File: src/rtl/adc_avg_fifo_pkg.sv
// Shared definitions for the ADC averaging FIFO slice.
//   ADC_WIDTH : width of the SAR result bus
//   state_t   : sequencer states (IDLE=0, CONV=1, HOLD=2)
package adc_avg_fifo_pkg;

    localparam int ADC_WIDTH = 8;

    typedef enum logic [1:0] {
        IDLE = 2'd0,
        CONV = 2'd1,
        HOLD = 2'd2
    } state_t;

endpackage

File: src/rtl/adc_avg_fifo_if.sv
// Valid/ready output stream carrying averaged ADC words.
//   m_data  : FIFO head word, meaningful while m_valid=1
//   m_valid : FIFO not empty
//   m_ready : consumer accepts m_data when m_valid && m_ready
interface adc_avg_fifo_if;
    import adc_avg_fifo_pkg::*;

    logic [ADC_WIDTH-1:0] m_data;
    logic                 m_valid;
    logic                 m_ready;

    modport master (output m_data, output m_valid, input  m_ready);
    modport slave  (input  m_data, input  m_valid, output m_ready);

endinterface

File: src/rtl/adc_sync_fifo.sv
// First-word-fall-through synchronous FIFO.
//   clk, rst_n : clock, asynchronous active-low reset (empties the FIFO)
//   push, din  : write request and data; dropped when full unless popping
//   pop        : read request; ignored when empty
//   full/empty : occupancy flags
//   level      : current occupancy, 0..DEPTH
//   dout       : head word, valid while !empty
module adc_sync_fifo #(
    parameter int WIDTH = 8,
    parameter int DEPTH = 4
) (
    input  logic                       clk,
    input  logic                       rst_n,
    input  logic                       push,
    input  logic [WIDTH-1:0]           din,
    input  logic                       pop,
    output logic                       full,
    output logic                       empty,
    output logic [$clog2(DEPTH):0]     level,
    output logic [WIDTH-1:0]           dout
);
    localparam int AW = $clog2(DEPTH);
    localparam int LW = AW + 1;

    logic [WIDTH-1:0] mem [DEPTH];
    logic [AW-1:0]    wr_ptr;
    logic [AW-1:0]    rd_ptr;
    logic             do_push;
    logic             do_pop;

    assign full    = (level == LW'(DEPTH));
    assign empty   = (level == '0);
    assign do_pop  = pop && !empty;
    // A full FIFO still accepts a push when the head leaves in the same cycle.
    assign do_push = push && (!full || pop);
    assign dout    = mem[rd_ptr];

    always_ff @(posedge clk) begin
        if (do_push) begin
            mem[wr_ptr] <= din;
        end
    end

    // DEPTH is a power of two, so the pointers wrap by natural overflow.
    always_ff @(posedge clk or negedge rst_n) begin
        if (!rst_n) begin
            wr_ptr <= '0;
            rd_ptr <= '0;
            level  <= '0;
        end else begin
            if (do_push) wr_ptr <= wr_ptr + AW'(1);
            if (do_pop)  rd_ptr <= rd_ptr + AW'(1);
            case ({do_push, do_pop})
                2'b10:   level <= level + LW'(1);
                2'b01:   level <= level - LW'(1);
                default: level <= level;
            endcase
        end
    end

endmodule

File: src/rtl/adc_avg_fifo.sv
// SAR consumer: enables the converter, averages 2^AVG_LOG2 conversions with
// round-half-up and queues the averages in an FWFT FIFO. A full FIFO parks
// the sequencer in HOLD, which idles the SAR until space frees up.
//   clk, rst_n  : clock, asynchronous active-low reset
//   run         : 1 = convert continuously, 0 = idle the SAR
//   adc_done    : one-cycle conversion-complete strobe
//   adc_value   : SAR result, valid while adc_done=1
//   adc_enable  : registered SAR enable, 1 only in CONV
//   m           : valid/ready output stream (master side)
//   fifo_level  : FIFO occupancy
//   overrun     : sticky push-while-full flag, cleared on a run 0->1 edge
module adc_avg_fifo
    import adc_avg_fifo_pkg::*;
#(
    parameter int AVG_LOG2   = 2,
    parameter int FIFO_DEPTH = 4
) (
    input  logic                          clk,
    input  logic                          rst_n,
    input  logic                          run,
    input  logic                          adc_done,
    input  logic [ADC_WIDTH-1:0]          adc_value,
    output logic                          adc_enable,
    adc_avg_fifo_if.master                m,
    output logic [$clog2(FIFO_DEPTH):0]   fifo_level,
    output logic                          overrun
);
    localparam int ACC_W = ADC_WIDTH + AVG_LOG2;
    localparam int CNT_W = (AVG_LOG2 > 0) ? AVG_LOG2 : 1;
    localparam int LW    = $clog2(FIFO_DEPTH) + 1;
    localparam int RND   = (1 << AVG_LOG2) >> 1;
    localparam logic [CNT_W-1:0] CNT_LAST = CNT_W'((1 << AVG_LOG2) - 1);
    localparam logic [LW-1:0]    FULL_LVL = LW'(FIFO_DEPTH);

    state_t               state;
    state_t               state_nxt;
    logic [ACC_W-1:0]     acc;
    logic [ACC_W-1:0]     sum;
    logic [CNT_W-1:0]     cnt;
    logic [ADC_WIDTH-1:0] push_word;
    logic                 capture;
    logic                 last_cap;
    logic                 push_req;
    logic                 push_ok;
    logic                 pop;
    logic                 full;
    logic                 empty;
    logic [LW-1:0]        lvl_nxt;
    logic                 will_full;
    logic                 leave_conv;
    logic                 run_q;

    assign capture  = (state == CONV) && adc_done;
    // With AVG_LOG2=0 cnt never leaves 0, so every capture is the last one.
    assign last_cap = (cnt == CNT_LAST);
    assign push_req = capture && last_cap;
    assign pop      = m.m_valid && m.m_ready;

    // Sum of the whole group plus half an LSB; 255*2^N + 2^(N-1) fits in ACC_W.
    assign sum       = acc + ACC_W'(adc_value) + ACC_W'(RND);
    assign push_word = ADC_WIDTH'(sum >> AVG_LOG2);

    // Occupancy after this cycle's push/pop, so CONV parks before overfilling.
    assign push_ok   = push_req && (!full || pop);
    assign lvl_nxt   = fifo_level + LW'(push_ok) - LW'(pop);
    assign will_full = (lvl_nxt == FULL_LVL);

    always_comb begin
        state_nxt = state;
        case (state)
            IDLE: if (run) state_nxt = full ? HOLD : CONV;
            CONV: begin
                if (!run)           state_nxt = IDLE;
                else if (will_full) state_nxt = HOLD;
            end
            HOLD: begin
                if (!run)       state_nxt = IDLE;
                else if (!full) state_nxt = CONV;
            end
            default: state_nxt = IDLE;
        endcase
    end

    assign leave_conv = (state == CONV) && (state_nxt != CONV);

    always_ff @(posedge clk or negedge rst_n) begin
        if (!rst_n) begin
            state      <= IDLE;
            adc_enable <= 1'b0;
        end else begin
            state      <= state_nxt;
            adc_enable <= (state_nxt == CONV);
        end
    end

    // Leaving CONV aborts the SAR, so any partial group is discarded.
    always_ff @(posedge clk or negedge rst_n) begin
        if (!rst_n) begin
            acc <= '0;
            cnt <= '0;
        end else if (leave_conv || push_req) begin
            acc <= '0;
            cnt <= '0;
        end else if (capture) begin
            acc <= acc + ACC_W'(adc_value);
            cnt <= cnt + CNT_W'(1);
        end
    end

    always_ff @(posedge clk or negedge rst_n) begin
        if (!rst_n) begin
            run_q   <= 1'b0;
            overrun <= 1'b0;
        end else begin
            run_q <= run;
            if (run && !run_q)
                overrun <= 1'b0;
            else if (push_req && full && !pop)
                overrun <= 1'b1;
        end
    end

    assign m.m_valid = !empty;

    adc_sync_fifo #(
        .WIDTH (ADC_WIDTH),
        .DEPTH (FIFO_DEPTH)
    ) u_fifo (
        .clk   (clk),
        .rst_n (rst_n),
        .push  (push_req),
        .din   (push_word),
        .pop   (pop),
        .full  (full),
        .empty (empty),
        .level (fifo_level),
        .dout  (m.m_data)
    );

endmodule

File: src/flat_wrapper.sv
// flat-port wrapper written by rule: the top's interface ports become plain ports
module adc_avg_fifo_flat import adc_avg_fifo_pkg::*;
#(
    parameter int AVG_LOG2   = 2,
    parameter int FIFO_DEPTH = 4
)
  (clk, rst_n, run, adc_done, adc_value, adc_enable, fifo_level, overrun, m_m_data, m_m_valid, m_m_ready);
  adc_avg_fifo_if m_i ();
  input  logic clk;
  input  logic rst_n;
  input  logic run;
  input  logic adc_done;
  input  logic [ADC_WIDTH-1:0] adc_value;
  output logic adc_enable;
  output logic [$clog2(FIFO_DEPTH):0] fifo_level;
  output logic overrun;
  output wire logic [$bits(m_i.m_data)-1:0] m_m_data;
  output wire logic [$bits(m_i.m_valid)-1:0] m_m_valid;
  input wire logic [$bits(m_i.m_ready)-1:0] m_m_ready;
  assign m_m_data = m_i.m_data;
  assign m_m_valid = m_i.m_valid;
  assign m_i.m_ready = m_m_ready;
  adc_avg_fifo #(.AVG_LOG2(AVG_LOG2), .FIFO_DEPTH(FIFO_DEPTH)) u_core (.clk(clk), .rst_n(rst_n), .run(run), .adc_done(adc_done), .adc_value(adc_value), .adc_enable(adc_enable), .m(m_i), .fifo_level(fifo_level), .overrun(overrun));
endmodule
File: config.mk
export PLATFORM = sky130hd
export DESIGN_NAME = adc_avg_fifo_flat
export DESIGN_NICKNAME = d
export VERILOG_FILES = /design/src/rtl/adc_avg_fifo_pkg.sv /design/src/rtl/adc_avg_fifo_if.sv /design/src/rtl/adc_sync_fifo.sv /design/src/rtl/adc_avg_fifo.sv /design/src/flat_wrapper.sv
export SDC_FILE = /design/constraint.sdc
export NUM_CORES = 1
export LEC_CHECK = 0
export ABC_AREA = 1
export BUFFER_PORTS_ARGS = -buffer_cell sky130_fd_sc_hd__buf_2
export CAP_MARGIN = 30
export CORE_MARGIN = 2
export CORE_UTILIZATION = 54
export CTS_CLUSTER_DIAMETER = 40
export DETAILED_ROUTE_END_ITERATION = 16
export PLACE_DENSITY = 0.76
export SYNTH_ARGS = -nofsm -noshare
export SYNTH_HDL_FRONTEND = slang
export SYNTH_SLANG_ARGS = --single-unit
export TNS_END_PERCENT = 20
File: constraint.sdc
create_clock -name clk -period 2.45 [get_ports clk]
set_input_delay 0.49 -clock clk [delete_from_list [all_inputs] [get_ports clk]]
set_output_delay 0.49 -clock clk [all_outputs]
set_load 0.02 [all_outputs]
* After elaboration in Yosys (flattened, before gate mapping)
Memories as Yosys holds them, arrays and structs flattened.
Cells that the tools add are included.
Widths: inputs -> output; s select.
** Storage, ports and cells
- Input port bits :: 13
- Word-level logic and storage cells :: 64
- Bits in writable memories :: 32
- Flip-flop bits (word level) :: 24
- Output and inout bits :: 14
- Memories :: 1
** Cells by class
- Add/sub/neg operators :: 9
- Reduce and logical (&&, ||, !) cells :: 20
- Eq/ne operators :: 9
- Muxes and demuxes :: 16
** Memories
- u_core.u_fifo.mem :: words 4, width 8, rd ports 1, clocked after memory_dff 0, wr ports 1, line adc_sync_fifo.sv:25 : logic [WIDTH-1:0] mem [DEPTH];
** Operators with widths (number)
- $mux 10 :: 2
- $mux 2 :: 8
- $add 10x2->10 const B :: 1
- $add 10x8->10 :: 1
- $logic_and 1x1->1 :: 9
- $add 2x1->2 const B :: 3
- $eq 2x1->1 const B :: 3
- $eq 2x2->1 const B :: 3
- $eq 3x3->1 const B :: 2
- $pmux 2 s3 :: 1
- $pmux 3 s2 :: 1
- $reduce_bool 2->1 :: 3
- $logic_not 1->1 :: 4
- $mux 1 :: 4
- $add 3x1->3 :: 1
- $add 3x1->3 const B :: 1
- $logic_not 3->1 :: 1
- $sub 3x1->3 :: 1
- $sub 3x1->3 const B :: 1
- $logic_not 2->1 :: 1
- $logic_or 1x1->1 :: 2
- $ne 2x1->1 const B :: 1

* Longest topological paths before layout
Gate-level depths: netlist of the first run.
- Depth after elaboration :: 15
- Depth in mapped cells :: 17
- Mapped depth without buffers :: 17

* Cells and area by module
Synthesis of the first run repeated with hierarchy kept, for this count alone.
** Unflattened totals
- Cell total of the unflattened synthesis :: 395
- Area total of the unflattened synthesis :: 3338.2 µm²
** Modules (own cells, without submodules)
- adc_sync_fifo :: cells an instance 148, times used 1, area an instance 1702.9 µm², sequential area each 1136.1 µm²
- adc_avg_fifo :: cells an instance 247, times used 1, area an instance 1635.3 µm², sequential area each 425.4 µm²

* Least setup slack after synthesis of the first run
Ideal clock, no wire load.
- Kind :: register to register
- Start point :: register u_core.u_fifo.level[2]
- End point :: register u_core.acc[4]
- Arrival :: 2.710 ns
- Path buffers :: 1
- Period minus slack after synthesis :: 2.843 ns
- Library setup time :: 0.133 ns
- Path slack :: -0.393 ns
- Cell stages (with the launch flop) :: 16
- Data required time :: 2.317 ns
- Cell sequence :: dfrtp_1 inv_1 nor3_1 inv_1 o21ai_2 ha_1 inv_1 ha_1 fa_1 nor2_1 nand3_2 nand2_4 nand3_2 buf_6 nand3_1 o21ai_1
** On the way
- Word-level cells in the longest chain between the ends :: 15
- Elaborated cells between the ends (all ways) :: 22
- Those cells by class :: 2 x add/sub; 3 x eq/ne; 8 x mux; 9 x reduce/logical
** RTL lines
- start, declared :: line adc_sync_fifo.sv:19 : output logic [$clog2(DEPTH):0] level,
- start signal, assigned :: line adc_sync_fifo.sv:54 : 2'b10: level <= level + LW'(1);
- start signal, assigned :: line adc_sync_fifo.sv:55 : 2'b01: level <= level - LW'(1);
- start signal, assigned :: line adc_sync_fifo.sv:56 : default: level <= level;
- $logic_not 3->1 :: line adc_sync_fifo.sv:32 : assign empty = (level == '0);
- $logic_not 1->1 :: line adc_avg_fifo.sv:123 : assign m.m_valid = !empty;
- $logic_and 1x1->1 :: line adc_avg_fifo.sv:57 : assign pop = m.m_valid && m.m_ready;
- $logic_or 1x1->1 :: line adc_avg_fifo.sv:64 : assign push_ok = push_req && (!full || pop);
- $logic_and 1x1->1 :: line adc_avg_fifo.sv:64
- $add 3x1->3 :: line adc_avg_fifo.sv:65 : assign lvl_nxt = fifo_level + LW'(push_ok) - LW'(pop);
- $sub 3x1->3 :: line adc_avg_fifo.sv:65
- $eq 3x3->1 :: line adc_avg_fifo.sv:66 : assign will_full = (lvl_nxt == FULL_LVL);
- $mux 2 :: line adc_avg_fifo.sv:74 : else if (will_full) state_nxt = HOLD;
- $mux 2 :: line adc_avg_fifo.sv:73 : if (!run) state_nxt = IDLE;
- $pmux 2 s3 * :: line adc_avg_fifo.sv:70 : case (state)
- $ne 2x1->1 * :: line adc_avg_fifo.sv:84 : assign leave_conv = (state == CONV) && (state_nxt != CONV);
- $logic_and 1x1->1 * :: line adc_avg_fifo.sv:84
- $logic_or 1x1->1 * :: line adc_avg_fifo.sv:101 : end else if (leave_conv || push_req) begin
- $mux 10 / $reduce_bool 2->1 (equally long branches)
- end signal, assigned :: line adc_avg_fifo.sv:105 : acc <= acc + ACC_W'(adc_value);
- end, declared :: line adc_avg_fifo.sv:37 : logic [ACC_W-1:0] acc;
Mark *: on every way between the ends. The rest lies on a longest branch, timed or not.
A chain may end at the register's enable or synchronous reset.

* Final worst setup path of the first run
- Start point :: register u_core.state[0]
- End point :: register u_core.acc[1]
** On the way
- Word-level cells in the longest chain between the ends :: 14
- Elaborated cells between the ends (all ways) :: 20
- Those cells by class :: 2 x add/sub; 4 x eq/ne; 7 x mux; 7 x reduce/logical
** RTL lines
- start, declared :: line adc_avg_fifo.sv:35 : state_t state;
- start signal, assigned :: line adc_avg_fifo.sv:91 : state <= state_nxt;
- $eq 2x1->1 :: line adc_avg_fifo.sv:53, adc_avg_fifo.sv:70
- $logic_and 1x1->1 :: line adc_avg_fifo.sv:53 : assign capture = (state == CONV) && adc_done;
- $logic_and 1x1->1 :: line adc_avg_fifo.sv:56 : assign push_req = capture && last_cap;
- $logic_and 1x1->1 :: line adc_avg_fifo.sv:64
- $add 3x1->3 :: line adc_avg_fifo.sv:65
- $sub 3x1->3 :: line adc_avg_fifo.sv:65
- $eq 3x3->1 :: line adc_avg_fifo.sv:66
- $mux 2 :: line adc_avg_fifo.sv:74
- $mux 2 :: line adc_avg_fifo.sv:73
- $pmux 2 s3 * :: line adc_avg_fifo.sv:70
- via u_core.state_nxt[0] :: line adc_avg_fifo.sv:36 : state_t state_nxt;
- $ne 2x1->1 * :: line adc_avg_fifo.sv:84
- $logic_and 1x1->1 * :: line adc_avg_fifo.sv:84
- $logic_or 1x1->1 * :: line adc_avg_fifo.sv:101
- $mux 10 / $reduce_bool 2->1 (equally long branches)
Mark *: on every way through the listed nets, which the timed path passes. The rest lies on a longest branch.

==> tab_implementation.tex, run 1 <==
\begin{tabular}{lr}
\hline
Metric & Value \\
\hline
\multicolumn{2}{l}{\textbf{Finish}} \\
\quad Final std cells w/o fill & 478 \\
\quad Diodes inserted & 0 \\
\quad Fraction of layout instances using a drive strength above 1 & 28.6\% \\
\quad Post-layout instance area & 0.00383 mm\^{}2 \\
\quad Final cell utilization of the core & 69.9\% \\
\quad Area Overhead vs Synth & 25.7\% \\
\quad Fin nets & 437 \\
\multicolumn{2}{l}{\textbf{Critical path}} \\
\quad Crit path max fanout & 5 \\
\quad Arrival time at the worst endpoint & 2.89 ns \\
\quad Class of the most critical setup path & reg2reg \\
\quad Endpoint kind of the worst setup timing path & flip-flop \\
\quad Critical path data required time & 2.71 ns \\
\quad Critical path launch point type & flip-flop \\
\multicolumn{2}{l}{\textbf{Routing}} \\
\quad Total Routed Length & 6.50 mm \\
\quad Drt first pass iters & 4 \\
\quad Number of DRC markers in iteration 0 & 135 \\
\quad Via total after detailed routing & 2508 \\
\quad Ratio of routed vias to standard cells & 5.25 \\
\quad Antenna-violating nets left & 0 \\
\quad DRC violations left & 0 \\
\quad Average wire per cell in the routed design & 13.6 um \\
\multicolumn{2}{l}{\textbf{Die}} \\
\quad Top-level I/O count & 27 \\
\quad Core Footprint & 0.00547 mm\^{}2 \\
\quad Die height & 79.1 um \\
\quad Die width & 79.1 um \\
\quad Starting density of the core & 55.6\% \\
\quad Die area & 0.00625 mm\^{}2 \\
\quad Row count & 27 \\
\multicolumn{2}{l}{\textbf{Power and ir drop}} \\
\quad Sw Pwr & 0.00222 W \\
\quad Part of the total power dissipated in combinational logic & 59.3\% \\
\quad Clock share of power & 10.3\% \\
\quad Cell-internal power & 0.00270 W \\
\quad Power density over the cells & 1290 mW/mm\^{}2 \\
\quad Part of the total power dissipated in sequential elements & 30.4\% \\
\quad Worst supply voltage drop on vdd & 770 uV \\
\quad Switching share of total power & 45.1\% \\
\quad Static leakage & 1.81 nW \\
\multicolumn{2}{l}{\textbf{STA}} \\
\quad Final Slew Violations & 0 \\
\quad Worst Tran Pin Value & 0.592 ns \\
\quad Min Tclk post-route & 2.63 ns \\
\quad Achievable frequency & 380 MHz \\
\quad Final worst-path cycle share & 107\% \\
\quad Hold Fails Final Rpt & 0 \\
\quad Setup repair after global routing missed its margin & yes \\
\quad Minimum hold slack & 0.145 ns \\
\quad Crit path setup slack, layout & -0.179 ns \\
\quad Final Skew & 0.0103 ns \\
\quad Setup-violating endpoint count in the final report & 14 \\
\quad Worst slew slack as a fraction of its limit & 60.4\% \\
\multicolumn{2}{l}{\textbf{Synth}} \\
\quad Fraction of registers with async set/reset & 42.9\% \\
\quad Library cell with the highest instance count after synthesis & sky130\_fd\_sc\_hd\_\_nand2\_1 \\
\quad Sequential area share after synthesis & 51.3\% \\
\quad EDFF count, synth & 32 \\
\quad Synthesized netlist net count & 363 \\
\quad Post-synth top area cell & sky130\_fd\_sc\_hd\_\_edfxtp\_1 \\
\quad Post-synth top flop & sky130\_fd\_sc\_hd\_\_edfxtp\_1 \\
\quad Leading cell types by count after synthesis & sky130\_fd\_sc\_hd\_\_nand2\_1, sky130\_fd\_sc\_hd\_\_inv\_1, sky130\_fd\_sc\_hd\_\_nor2\_1, sky130\_fd\_sc\_hd\_\_edfxtp\_1, sky130\_fd\_sc\_hd\_\_nand3\_1 \\
\quad Yosys warnings & 0 \\
\quad Cell count after synthesis & 331 \\
\quad Average footprint of a synthesized cell & 9.20 um\^{}2 \\
\quad Synthesized area & 0.00304 mm\^{}2 \\
\quad Library cells used by synthesis & 29 \\
\quad Cell types with the largest area share after synthesis & sky130\_fd\_sc\_hd\_\_edfxtp\_1, sky130\_fd\_sc\_hd\_\_dfrtp\_1, sky130\_fd\_sc\_hd\_\_nand2\_1, sky130\_fd\_sc\_hd\_\_ha\_1, sky130\_fd\_sc\_hd\_\_nand3\_1 \\
\quad Number of flip-flops and latches in the synthesized netlist & 56 \\
\quad Top-area cell type share of the netlist area & 31.6\% \\
\multicolumn{2}{l}{\textbf{CTS}} \\
\quad Buffer levels on the longest clock path & 2 \\
\quad Master cell of the clock root buffer & sky130\_fd\_sc\_hd\_\_clkbuf\_8 \\
\quad Number of buffers inserted during clock tree synthesis & 5 \\
\quad Clock-pin slew on the worst setup and hold paths & 0.10 ns \\
\quad Sink Count & 56 \\
\quad TritonCTS clock tree & built \\
\quad Post-CTS Hold Buffers & 0 \\
\quad Clk\_lat worst skew & 0.31 ns \\
\quad H-Tree Depth & 2 \\
\multicolumn{2}{l}{\textbf{Placement}} \\
\quad Worst slack, placed & -0.274 ns \\
\quad Placement-stage cell area & 0.00354 mm\^{}2 \\
\quad Placer congestion estimate & 0.825 \\
\quad Post-detailed-placement half-perimeter wirelength & 4.48 mm \\
\quad Placed Instances & 457 \\
\quad Port Buffer Count & 26 \\
\multicolumn{2}{l}{\textbf{Global routing}} \\
\quad Total gr overflow & 0 \\
\quad Number of antenna violations at the first check in global routing & 0 \\
\quad First-pass GRT wire length & 10.4 mm \\
\quad Pin count of the biggest net entering global routing & 25 \\
\quad Total routing resource utilization after global routing & 21.4\% \\
\quad Via count of the first global-routing pass & 2350 \\
\multicolumn{2}{l}{\textbf{Flow run}} \\
\quad Max-cap violations & 0 \\
\multicolumn{2}{l}{\textbf{Min path}} \\
\quad Tightest Hold Check Type & in2async \\
\multicolumn{2}{l}{\textbf{Run status}} \\
\quad Violated checks & setup timing \\
\quad Run status & finished, violations left \\
\hline
\end{tabular}
==> worst max-delay path: stages, from the launching register on <==
cell	delay, ns
sky130_fd_sc_hd__dfrtp_1	0.37
sky130_fd_sc_hd__inv_2	0.06
sky130_fd_sc_hd__nor2_4	0.13
sky130_fd_sc_hd__nand2_2	0.08
sky130_fd_sc_hd__nor2_4	0.11
sky130_fd_sc_hd__o21ai_4	0.08
sky130_fd_sc_hd__ha_4	0.28
sky130_fd_sc_hd__inv_2	0.04
sky130_fd_sc_hd__ha_4	0.14
sky130_fd_sc_hd__fa_1	0.38
sky130_fd_sc_hd__or2_1	0.25
sky130_fd_sc_hd__nand3_2	0.12
sky130_fd_sc_hd__nand2_4	0.11
sky130_fd_sc_hd__nand2_8	0.11
sky130_fd_sc_hd__nand2_8	0.09
sky130_fd_sc_hd__inv_6	0.10
sky130_fd_sc_hd__nand2_2	0.06
sky130_fd_sc_hd__nand2_1	0.05
==> sequential cells by signal (all words and copies together) (netlist names), 2 cells and up <==
register,cells
u_core.u_fifo.wr_ptr,2
u_core.u_fifo.mem,32
u_core.cnt,2
u_core.u_fifo.level,3
u_core.u_fifo.rd_ptr,2
u_core.state,2
u_core.acc,10
==> repair_timing <==
action	CTS	global route
endpoints found under the setup margin	12	27
gates resized for setup	10	13
gates cloned	2	0
pin swaps	9	3
setup buffers	7	4
==> cell type report <==
class	count	area (um^2)
Fill cell	396	1650
Sequential cell	56	1570
Multi-Input combinational cell	232	1460
Timing Repair Buffer	70	464
Inverter	40	155
Tap cell	72	90.1
Clock buffer	5	68.8
Clock inverter	3	25.0
==> cells in the final DEF, fill, tap and decap left out, drive strengths merged, types with 5 or more instances in the layout <==
cell type  Yosys  final
nand2         78     79
clkbuf         3      5
o22ai          8      8
xor2           9      9
buf            2     70
dfrtp         24     24
inv           40     42
nand3         33     34
edfxtp        32     32
nand4          5      5
nor2          38     38
o21ai         27     27
ha            16     16
==> power groups by stage <==
stage	sequential, W	combinational [W]	clock (W)
detailed placement	0.00150	0.00258	0
floorplan	0.00152	0.00171	0
finish	0.00150	0.00292	0.000508
global placement	0.00150	0.00250	0
global route	0.00152	0.00324	0.000556
CTS	0.00149	0.00276	0.000520
==> metrics by stage <==
| stage | power, W | setup TNS, ns |
|---|---|---|
| 5_1_grt | 0.00532 | -3.46 |
| 4_1_cts | 0.00477 | -0.756 |
| 3_3_place_gp | 0.00400 | -2.86 |
| 6_report | 0.00492 | -1.61 |
| 3_5_place_dp | 0.00408 | -4.36 |
| 2_1_floorplan | 0.00323 | -1.63 |
==> cell families after synthesis <==
| kind of cell | after synthesis | share of synthesized area (%) |
|---|---|---|
| simple gates | 157 | 22.9 |
| flops | 56 | 51.3 |
| buf+inv | 45 | 5.92 |
| compound gates | 42 | 7.69 |
| fa+ha+maj | 19 | 8.55 |
| xor+xnor | 12 | 3.70 |
==> worst paths after layout <==
kind,from,endpoint,slack [ns],cells past startpoint
min in group clk,run,u_core.run_q,0.33,1
max,u_core.state[0],u_core.acc[1],-0.18,17
max reg2reg,u_core.state[0],u_core.acc[1],-0.18,17
min reg2reg,u_core.run_q,u_core.overrun,0.49,2
min,rst_n,u_core.overrun,0.14,1
max in group asynchronous,rst_n,u_core.u_fifo.level[1],1.91,1
==> layer usage <==
metal	up-vias	global-route usage [%]	routed length (um)
li1	1251	-	-
met1	1178	26.5	2680
met2	63	39.5	3470
met3	16	3.07	212
met4	0	5.00	131
met5	-	0	0
No activity file was read; power rests on OpenSTA's default activity.
==> inputs of run 2 (changes only) <==
--- a/config.mk
+++ b/config.mk
@@ -12,6 +12,7 @@
 export CORE_UTILIZATION = 54
 export CTS_CLUSTER_DIAMETER = 40
 export DETAILED_ROUTE_END_ITERATION = 16
+export MAX_ROUTING_LAYER = met4
 export PLACE_DENSITY = 0.76
 export SYNTH_ARGS = -nofsm -noshare
 export SYNTH_HDL_FRONTEND = slang
==> run 2 against run 1 <==
  * The flow still finishes with violations (setup timing)
  * Combinational power about the same
  * Clock power about the same
  * Power about the same
  * Worst hold slack about the same
  * Core utilization unchanged
  * Flip-flop and latch count unchanged
  * Critical path type unchanged
  * Critical endpoint unchanged
  * Largest cell class unchanged
  * Largest power group unchanged
==> tab_implementation.tex, run 2 (synthesized netlist as in run 1, its figures left out) <==
\begin{tabular}{lr}
\hline
Metric & Value \\
\hline
\multicolumn{2}{l}{\textbf{STA}} \\
\quad Final Skew & 0.00987 ns \\
\quad Worst slew slack as a fraction of its limit & 59.9\% \\
\quad Worst Tran Pin Value & 0.599 ns \\
\quad Hold Fails Final Rpt & 0 \\
\quad Min Tclk post-route & 2.63 ns \\
\quad Crit path setup slack, layout & -0.184 ns \\
\quad Final Slew Violations & 0 \\
\quad Achievable frequency & 380 MHz \\
\quad Final worst-path cycle share & 108\% \\
\quad Setup repair after global routing missed its margin & yes \\
\quad Setup-violating endpoint count in the final report & 14 \\
\multicolumn{2}{l}{\textbf{CTS}} \\
\quad H-Tree Depth & 2 \\
\quad Clk\_lat worst skew & 0.31 ns \\
\quad Number of buffers inserted during clock tree synthesis & 5 \\
\quad Master cell of the clock root buffer & sky130\_fd\_sc\_hd\_\_clkbuf\_8 \\
\quad Post-CTS Hold Buffers & 0 \\
\quad Sink Count & 56 \\
\quad Buffer levels on the longest clock path & 2 \\
\quad TritonCTS clock tree & built \\
\quad Clock-pin slew on the worst setup and hold paths & 0.10 ns \\
\multicolumn{2}{l}{\textbf{Critical path}} \\
\quad Number of cells on the worst reg-to-reg path & 17 \\
\quad Critical path launch point type & flip-flop \\
\quad Class of the most critical setup path & reg2reg \\
\quad Endpoint kind of the worst setup timing path & flip-flop \\
\quad Crit path max fanout & 5 \\
\quad Critical path data required time & 2.71 ns \\
\quad Arrival time at the worst endpoint & 2.89 ns \\
\multicolumn{2}{l}{\textbf{Finish}} \\
\quad Register with the most flip-flops & u\_core.u\_fifo.mem \\
\quad Largest registers & u\_core.u\_fifo.mem: 32 flops, u\_core.acc: 10 flops, u\_core.u\_fifo.level: 3 flops \\
\quad Largest register FFs & 32 \\
\quad Area Overhead vs Synth & 25.7\% \\
\quad Fin nets & 437 \\
\quad Diodes inserted & 0 \\
\quad Leading cell type in the layout, fill and taps excluded & sky130\_fd\_sc\_hd\_\_nand2\_1 \\
\quad Commonest cells after routing, fill and taps aside & sky130\_fd\_sc\_hd\_\_nand2\_1, sky130\_fd\_sc\_hd\_\_buf\_4, sky130\_fd\_sc\_hd\_\_nor2\_1 \\
\quad Final cell utilization of the core & 69.9\% \\
\quad Fraction of layout instances using a drive strength above 1 & 28.6\% \\
\quad Final std cells w/o fill & 478 \\
\multicolumn{2}{l}{\textbf{Flow run}} \\
\quad Max-cap violations & 0 \\
\multicolumn{2}{l}{\textbf{Placement}} \\
\quad Port Buffer Count & 26 \\
\quad Placer congestion estimate & 0.837 \\
\quad Post-detailed-placement half-perimeter wirelength & 4.48 mm \\
\quad Placed Instances & 457 \\
\multicolumn{2}{l}{\textbf{Routing}} \\
\quad Ratio of routed vias to standard cells & 5.25 \\
\quad Drt first pass iters & 4 \\
\quad Antenna-violating nets left & 0 \\
\quad Number of DRC markers in iteration 0 & 124 \\
\quad Total Routed Length & 6.52 mm \\
\quad DRC violations left & 0 \\
\quad Via total after detailed routing & 2510 \\
\quad Average wire per cell in the routed design & 13.6 um \\
\multicolumn{2}{l}{\textbf{Run status}} \\
\quad Run status & finished, violations left \\
\quad Violated checks & setup timing \\
\multicolumn{2}{l}{\textbf{Die}} \\
\quad Row count & 27 \\
\quad Top-level I/O count & 27 \\
\quad Die height & 79.1 um \\
\quad Die area & 0.00625 mm\^{}2 \\
\quad Starting density of the core & 55.6\% \\
\quad Core Footprint & 0.00547 mm\^{}2 \\
\quad Die width & 79.1 um \\
\multicolumn{2}{l}{\textbf{Global routing}} \\
\quad First-pass GRT wire length & 10.4 mm \\
\quad Total gr overflow & 0 \\
\quad Number of antenna violations at the first check in global routing & 0 \\
\quad Via count of the first global-routing pass & 2349 \\
\quad Total routing resource utilization after global routing & 22.0\% \\
\quad Pin count of the biggest net entering global routing & 25 \\
\multicolumn{2}{l}{\textbf{Power and ir drop}} \\
\quad Overall power & 0.00493 W \\
\quad Static leakage & 1.81 nW \\
\quad Worst supply voltage drop on vdd & 758 uV \\
\quad Power density over the cells & 1290 mW/mm\^{}2 \\
\multicolumn{2}{l}{\textbf{Min path}} \\
\quad Tightest Hold Check Type & in2async \\
\hline
\end{tabular}
==> run 2: final cells by class <==
type / count / area [um^2]
Fill cell: 396 / 1650
Multi-Input combinational cell: 232 / 1460
Sequential cell: 56 / 1570
Tap cell: 72 / 90.1
Clock buffer: 5 / 68.8
Clock inverter: 3 / 25.0
Timing Repair Buffer: 70 / 464
Inverter: 40 / 155
==> run 2: power breakdown <==
group	switching, W	internal (W)	leakage (nW)
clock	0.000298	0.000209	0.0452
sequential	0.000143	0.00136	0.598
combinational	0.00178	0.00114	1.16
==> run 2: critical path, cell delays in order (launching register included) <==
cell and delay (ns):
sky130_fd_sc_hd__dfrtp_1 0.37, sky130_fd_sc_hd__inv_2 0.06, sky130_fd_sc_hd__nor2_4 0.13, sky130_fd_sc_hd__nand2_2 0.08
sky130_fd_sc_hd__nor2_4 0.11, sky130_fd_sc_hd__o21ai_4 0.08, sky130_fd_sc_hd__ha_4 0.28, sky130_fd_sc_hd__inv_2 0.04
sky130_fd_sc_hd__ha_4 0.14, sky130_fd_sc_hd__fa_1 0.38, sky130_fd_sc_hd__or2_1 0.25, sky130_fd_sc_hd__nand3_2 0.12
sky130_fd_sc_hd__nand2_4 0.11, sky130_fd_sc_hd__nand2_8 0.11, sky130_fd_sc_hd__nand2_8 0.09, sky130_fd_sc_hd__inv_6 0.10
sky130_fd_sc_hd__nand2_2 0.06, sky130_fd_sc_hd__nand2_1 0.05
==> run 2: final timing paths <==
kind	start	to	slack [ns]
max	u_core.state[0]	u_core.acc[1]	-0.18
min	rst_n	u_core.overrun	0.14
max reg2reg	u_core.state[0]	u_core.acc[1]	-0.18
min reg2reg	u_core.run_q	u_core.overrun	0.49
max in group asynchronous	rst_n	u_core.u_fifo.level[1]	1.91
min in group clk	run	u_core.run_q	0.33
==> run 2: routing by layer <==
layer  wire [um]  share of wire, %  GRT usage, %  up-vias
met2        3460                53          39.3       65
met4         142               2.2          5.00        0
met3         256               3.9          3.07       16
met1        2660                41          26.7     1180
li1            -                 -             -     1249
met5           0                 0             -        -
==> run 2: repair_timing <==
action | CTS | global route
buffers inserted | 7 | 4
cloned | 2 | 0
resized for setup | 10 | 13
pin swaps | 9 | 3
setup endpoints to repair | 12 | 27
==> run 2: through the flow <==
step           setup TNS, ns  setup WS, ns  instance area, um^2  hold slack, ns
2_1_floorplan          -1.63        -0.170                 3100           0.194
3_5_place_dp           -4.36        -0.274                 3540           0.473
4_1_cts               -0.756       -0.0954                 3750           0.156
5_1_grt                -3.46        -0.293                 3830           0.184
3_3_place_gp           -2.86        -0.176                 3540           0.465
6_report               -1.68        -0.184                 3830           0.145
==> inputs of run 3 (changes only) <==
--- a/config.mk
+++ b/config.mk
@@ -8,12 +8,14 @@
 export ABC_AREA = 1
 export BUFFER_PORTS_ARGS = -buffer_cell sky130_fd_sc_hd__buf_2
 export CAP_MARGIN = 30
+export CELL_PAD_IN_SITES_DETAIL_PLACEMENT = 0
+export CELL_PAD_IN_SITES_GLOBAL_PLACEMENT = 1
 export CORE_MARGIN = 2
-export CORE_UTILIZATION = 54
+export CORE_UTILIZATION = 41
 export CTS_CLUSTER_DIAMETER = 40
 export DETAILED_ROUTE_END_ITERATION = 16
 export MAX_ROUTING_LAYER = met4
-export PLACE_DENSITY = 0.76
+export PLACE_DENSITY_LB_ADDON = 0.1
 export SYNTH_ARGS = -nofsm -noshare
 export SYNTH_HDL_FRONTEND = slang
 export SYNTH_SLANG_ARGS = --single-unit
==> run 3 against run 2 <==
  * The run still ends with setup timing left
  * Wire length is 1.3% higher
  * Core utilization is 17 points lower
  * First-iteration DRC count is 8.1% higher
  * Flip-flop and latch count stayed put
  * Critical path type unchanged
  * Critical endpoint is now u_core.acc[6]
  * Largest power group unchanged
  * Highest routed layer unchanged
==> tab_implementation.tex, run 3 (synthesized netlist as in run 1, its figures left out) <==
\begin{tabular}{lr}
\hline
Metric & Value \\
\hline
\multicolumn{2}{l}{\textbf{Run status}} \\
\quad Run status & finished, violations left \\
\quad Violated checks & setup timing \\
\multicolumn{2}{l}{\textbf{Finish}} \\
\quad Fraction of layout instances using a drive strength above 1 & 28.3\% \\
\quad Final cell utilization of the core & 53.1\% \\
\quad Diodes inserted & 0 \\
\quad Largest registers & u\_core.u\_fifo.mem: 32 flops, u\_core.acc: 10 flops, u\_core.u\_fifo.level: 3 flops \\
\quad Register with the most flip-flops & u\_core.u\_fifo.mem \\
\quad Commonest cells after routing, fill and taps aside & sky130\_fd\_sc\_hd\_\_nand2\_1, sky130\_fd\_sc\_hd\_\_buf\_4, sky130\_fd\_sc\_hd\_\_inv\_1 \\
\quad Area Overhead vs Synth & 25.8\% \\
\quad Fin nets & 434 \\
\quad Leading cell type in the layout, fill and taps excluded & sky130\_fd\_sc\_hd\_\_nand2\_1 \\
\quad Post-layout instance area & 0.00383 mm\^{}2 \\
\quad Largest register FFs & 32 \\
\quad Final std cells w/o fill & 502 \\
\multicolumn{2}{l}{\textbf{STA}} \\
\quad Min Tclk post-route & 2.49 ns \\
\quad Crit path setup slack, layout & -0.0413 ns \\
\quad Hold Fails Final Rpt & 0 \\
\quad Final Skew & 0.00752 ns \\
\quad Setup repair after global routing missed its margin & yes \\
\quad Worst slew slack as a fraction of its limit & 62.2\% \\
\quad Setup-violating endpoint count in the final report & 13 \\
\quad Worst Tran Pin Value & 0.567 ns \\
\quad Final Slew Violations & 0 \\
\quad Achievable frequency & 401 MHz \\
\quad Final worst-path cycle share & 102\% \\
\multicolumn{2}{l}{\textbf{Global routing}} \\
\quad Via count of the first global-routing pass & 2312 \\
\quad Total gr overflow & 0 \\
\quad Met3 Usage GRT & 2.60\% \\
\quad Busiest metal layer after global routing & met2 \\
\quad Total routing resource utilization after global routing & 17.5\% \\
\quad First-pass GRT wire length & 11.1 mm \\
\quad Met2 usage in global routing & 27.8\% \\
\quad Pin count of the biggest net entering global routing & 25 \\
\quad Number of antenna violations at the first check in global routing & 0 \\
\quad Global routing usage on met1 & 23.7\% \\
\multicolumn{2}{l}{\textbf{CTS}} \\
\quad TritonCTS clock tree & built \\
\quad Master cell of the clock root buffer & sky130\_fd\_sc\_hd\_\_clkbuf\_8 \\
\quad Sink Count & 56 \\
\quad Buffer levels on the longest clock path & 2 \\
\quad H-Tree Depth & 2 \\
\quad Clk\_lat worst skew & 0.31 ns \\
\quad Number of buffers inserted during clock tree synthesis & 5 \\
\quad Clock-pin slew on the worst setup and hold paths & 0.11 ns \\
\multicolumn{2}{l}{\textbf{Critical path}} \\
\quad Critical path data required time & 2.66 ns \\
\quad Critical-path cell list & nor3\_4 > inv\_2 > o21ai\_4 > ha\_4 > inv\_2 > ha\_4 > fa\_2 > nor2\_2 > nand3\_2 > nand2\_4 > nand2\_4 > nand2\_4 > buf\_12 > o21ai\_2 \\
\quad Reg-to-reg critical path endpoint & u\_core.acc[6] \\
\quad Critical-path cell with the highest stage delay & sky130\_fd\_sc\_hd\_\_dfrtp\_2 \\
\quad Critical path launch point type & flip-flop \\
\quad FF-to-FF setup slack & -0.04 ns \\
\quad Beginning of the worst register-to-register path & u\_core.u\_fifo.level[1] \\
\quad Cell repeated most along the worst path & sky130\_fd\_sc\_hd\_\_nand2\_4 \\
\quad Slowest Stage Delay on Critical Path & 0.46 ns \\
\quad Class of the most critical setup path & reg2reg \\
\quad Arrival time at the worst endpoint & 2.70 ns \\
\quad Number of cells on the worst reg-to-reg path & 14 \\
\quad Crit path max fanout & 8 \\
\quad Endpoint kind of the worst setup timing path & flip-flop \\
\multicolumn{2}{l}{\textbf{Power and ir drop}} \\
\quad Power density over the cells & 1270 mW/mm\^{}2 \\
\quad Worst supply voltage drop on vdd & 620 uV \\
\quad Static leakage & 1.81 nW \\
\multicolumn{2}{l}{\textbf{Placement}} \\
\quad Placement-stage cell area & 0.00362 mm\^{}2 \\
\quad Placed Instances & 489 \\
\quad Post-detailed-placement half-perimeter wirelength & 4.84 mm \\
\quad Port Buffer Count & 26 \\
\quad Placer congestion estimate & 0.841 \\
\multicolumn{2}{l}{\textbf{Die}} \\
\quad Die area & 0.00813 mm\^{}2 \\
\quad Die height & 90.2 um \\
\quad Row count & 31 \\
\quad Core Footprint & 0.00721 mm\^{}2 \\
\quad Starting density of the core & 42.2\% \\
\quad Die width & 90.2 um \\
\quad Top-level I/O count & 27 \\
\multicolumn{2}{l}{\textbf{Routing}} \\
\quad DRC violations left & 0 \\
\quad Average wire per cell in the routed design & 13.2 um \\
\quad Drt first pass iters & 4 \\
\quad Number of DRC markers in iteration 0 & 134 \\
\quad Ratio of routed vias to standard cells & 4.76 \\
\quad Total Routed Length & 6.60 mm \\
\quad Antenna-violating nets left & 0 \\
\quad Via total after detailed routing & 2391 \\
\multicolumn{2}{l}{\textbf{Min path}} \\
\quad Tightest Hold Check Type & in2async \\
\multicolumn{2}{l}{\textbf{Flow run}} \\
\quad Max-cap violations & 0 \\
\hline
\end{tabular}
run 3: cell count changes in the layout (fill, tap and decap cells not counted), sizes merged:
cell,before,now
clkinv,0,1
nand2,79,78
buf,70,68
inv,42,41
run 3: stage by stage:
step / hold slack, ns / worst slack [ns] / setup TNS (ns) / total power, W
finish: 0.156 / -0.0413 / -0.332 / 0.00487
global route: 0.201 / -0.176 / -2.19 / 0.00530
CTS: 0.177 / -0.0955 / -1.07 / 0.00482
detailed placement: 0.473 / -0.252 / -5.19 / 0.00420
global placement: 0.467 / -0.212 / -3.89 / 0.00416
floorplan: 0.194 / -0.170 / -1.63 / 0.00323
run 3: how the worst max path moves through the flow:
stage	end	slack (ns)	depth (start not counted)	start
after global routing	u_core.acc[5]	-0.18	15	u_core.state[1]
after CTS	u_core.acc[4]	-0.1	14	u_core.u_fifo.level[1]
after global placement	u_core.acc[7]	-0.21	14	adc_done
after floorplan	u_core.acc[4]	-0.17	14	u_core.u_fifo.level[0]
final	u_core.acc[6]	-0.04	14	u_core.u_fifo.level[1]
after detailed placement	u_core.acc[6]	-0.25	14	adc_done
run 3: metal layers:
layer | up-vias | part of all wire [%]
li1 | 1243 | -
met1 | 1122 | 50
met2 | 24 | 48
met3 | 2 | 1.9
met4 | 0 | 0.58
met5 | - | 0
run 3: power breakdown:
group,internal [W],switching (W)
logic,0.00113,0.00171
clock network,0.000211,0.000324
registers,0.00136,0.000134
total,0.00270,0.00217
run 3: final cells by class:
| class | instances | area (um^2) |
|---|---|---|
| Fill cell | 705 | 3380 |
| Tap cell | 99 | 124 |
| Clock inverter | 3 | 27.5 |
| Sequential cell | 56 | 1570 |
| Timing Repair Buffer | 68 | 458 |
| Multi-Input combinational cell | 231 | 1440 |
| Clock buffer | 5 | 68.8 |
| Inverter | 40 | 150 |
run 3: worst max-delay path, delay by kind of cell, from the launching register on:
kind / cells / cell delay, ns
compound gates: 2 / 0.21
fa+ha+maj: 3 / 0.77
flops: 1 / 0.46
buf+inv: 3 / 0.26
simple gates: 6 / 0.68
run 3: what timing repair did:
| item | 4_1_cts | 5_1_grt |
|---|---|---|
| resized for setup | 6 | 13 |
| cloned | 1 | 0 |
| endpoints found under the setup margin | 12 | 23 |
| endpoints found under the hold margin | 0 | 0 |
| pin swaps | 10 | 7 |
| hold buffers | 0 | 0 |
| buffers inserted | 2 | 2 |
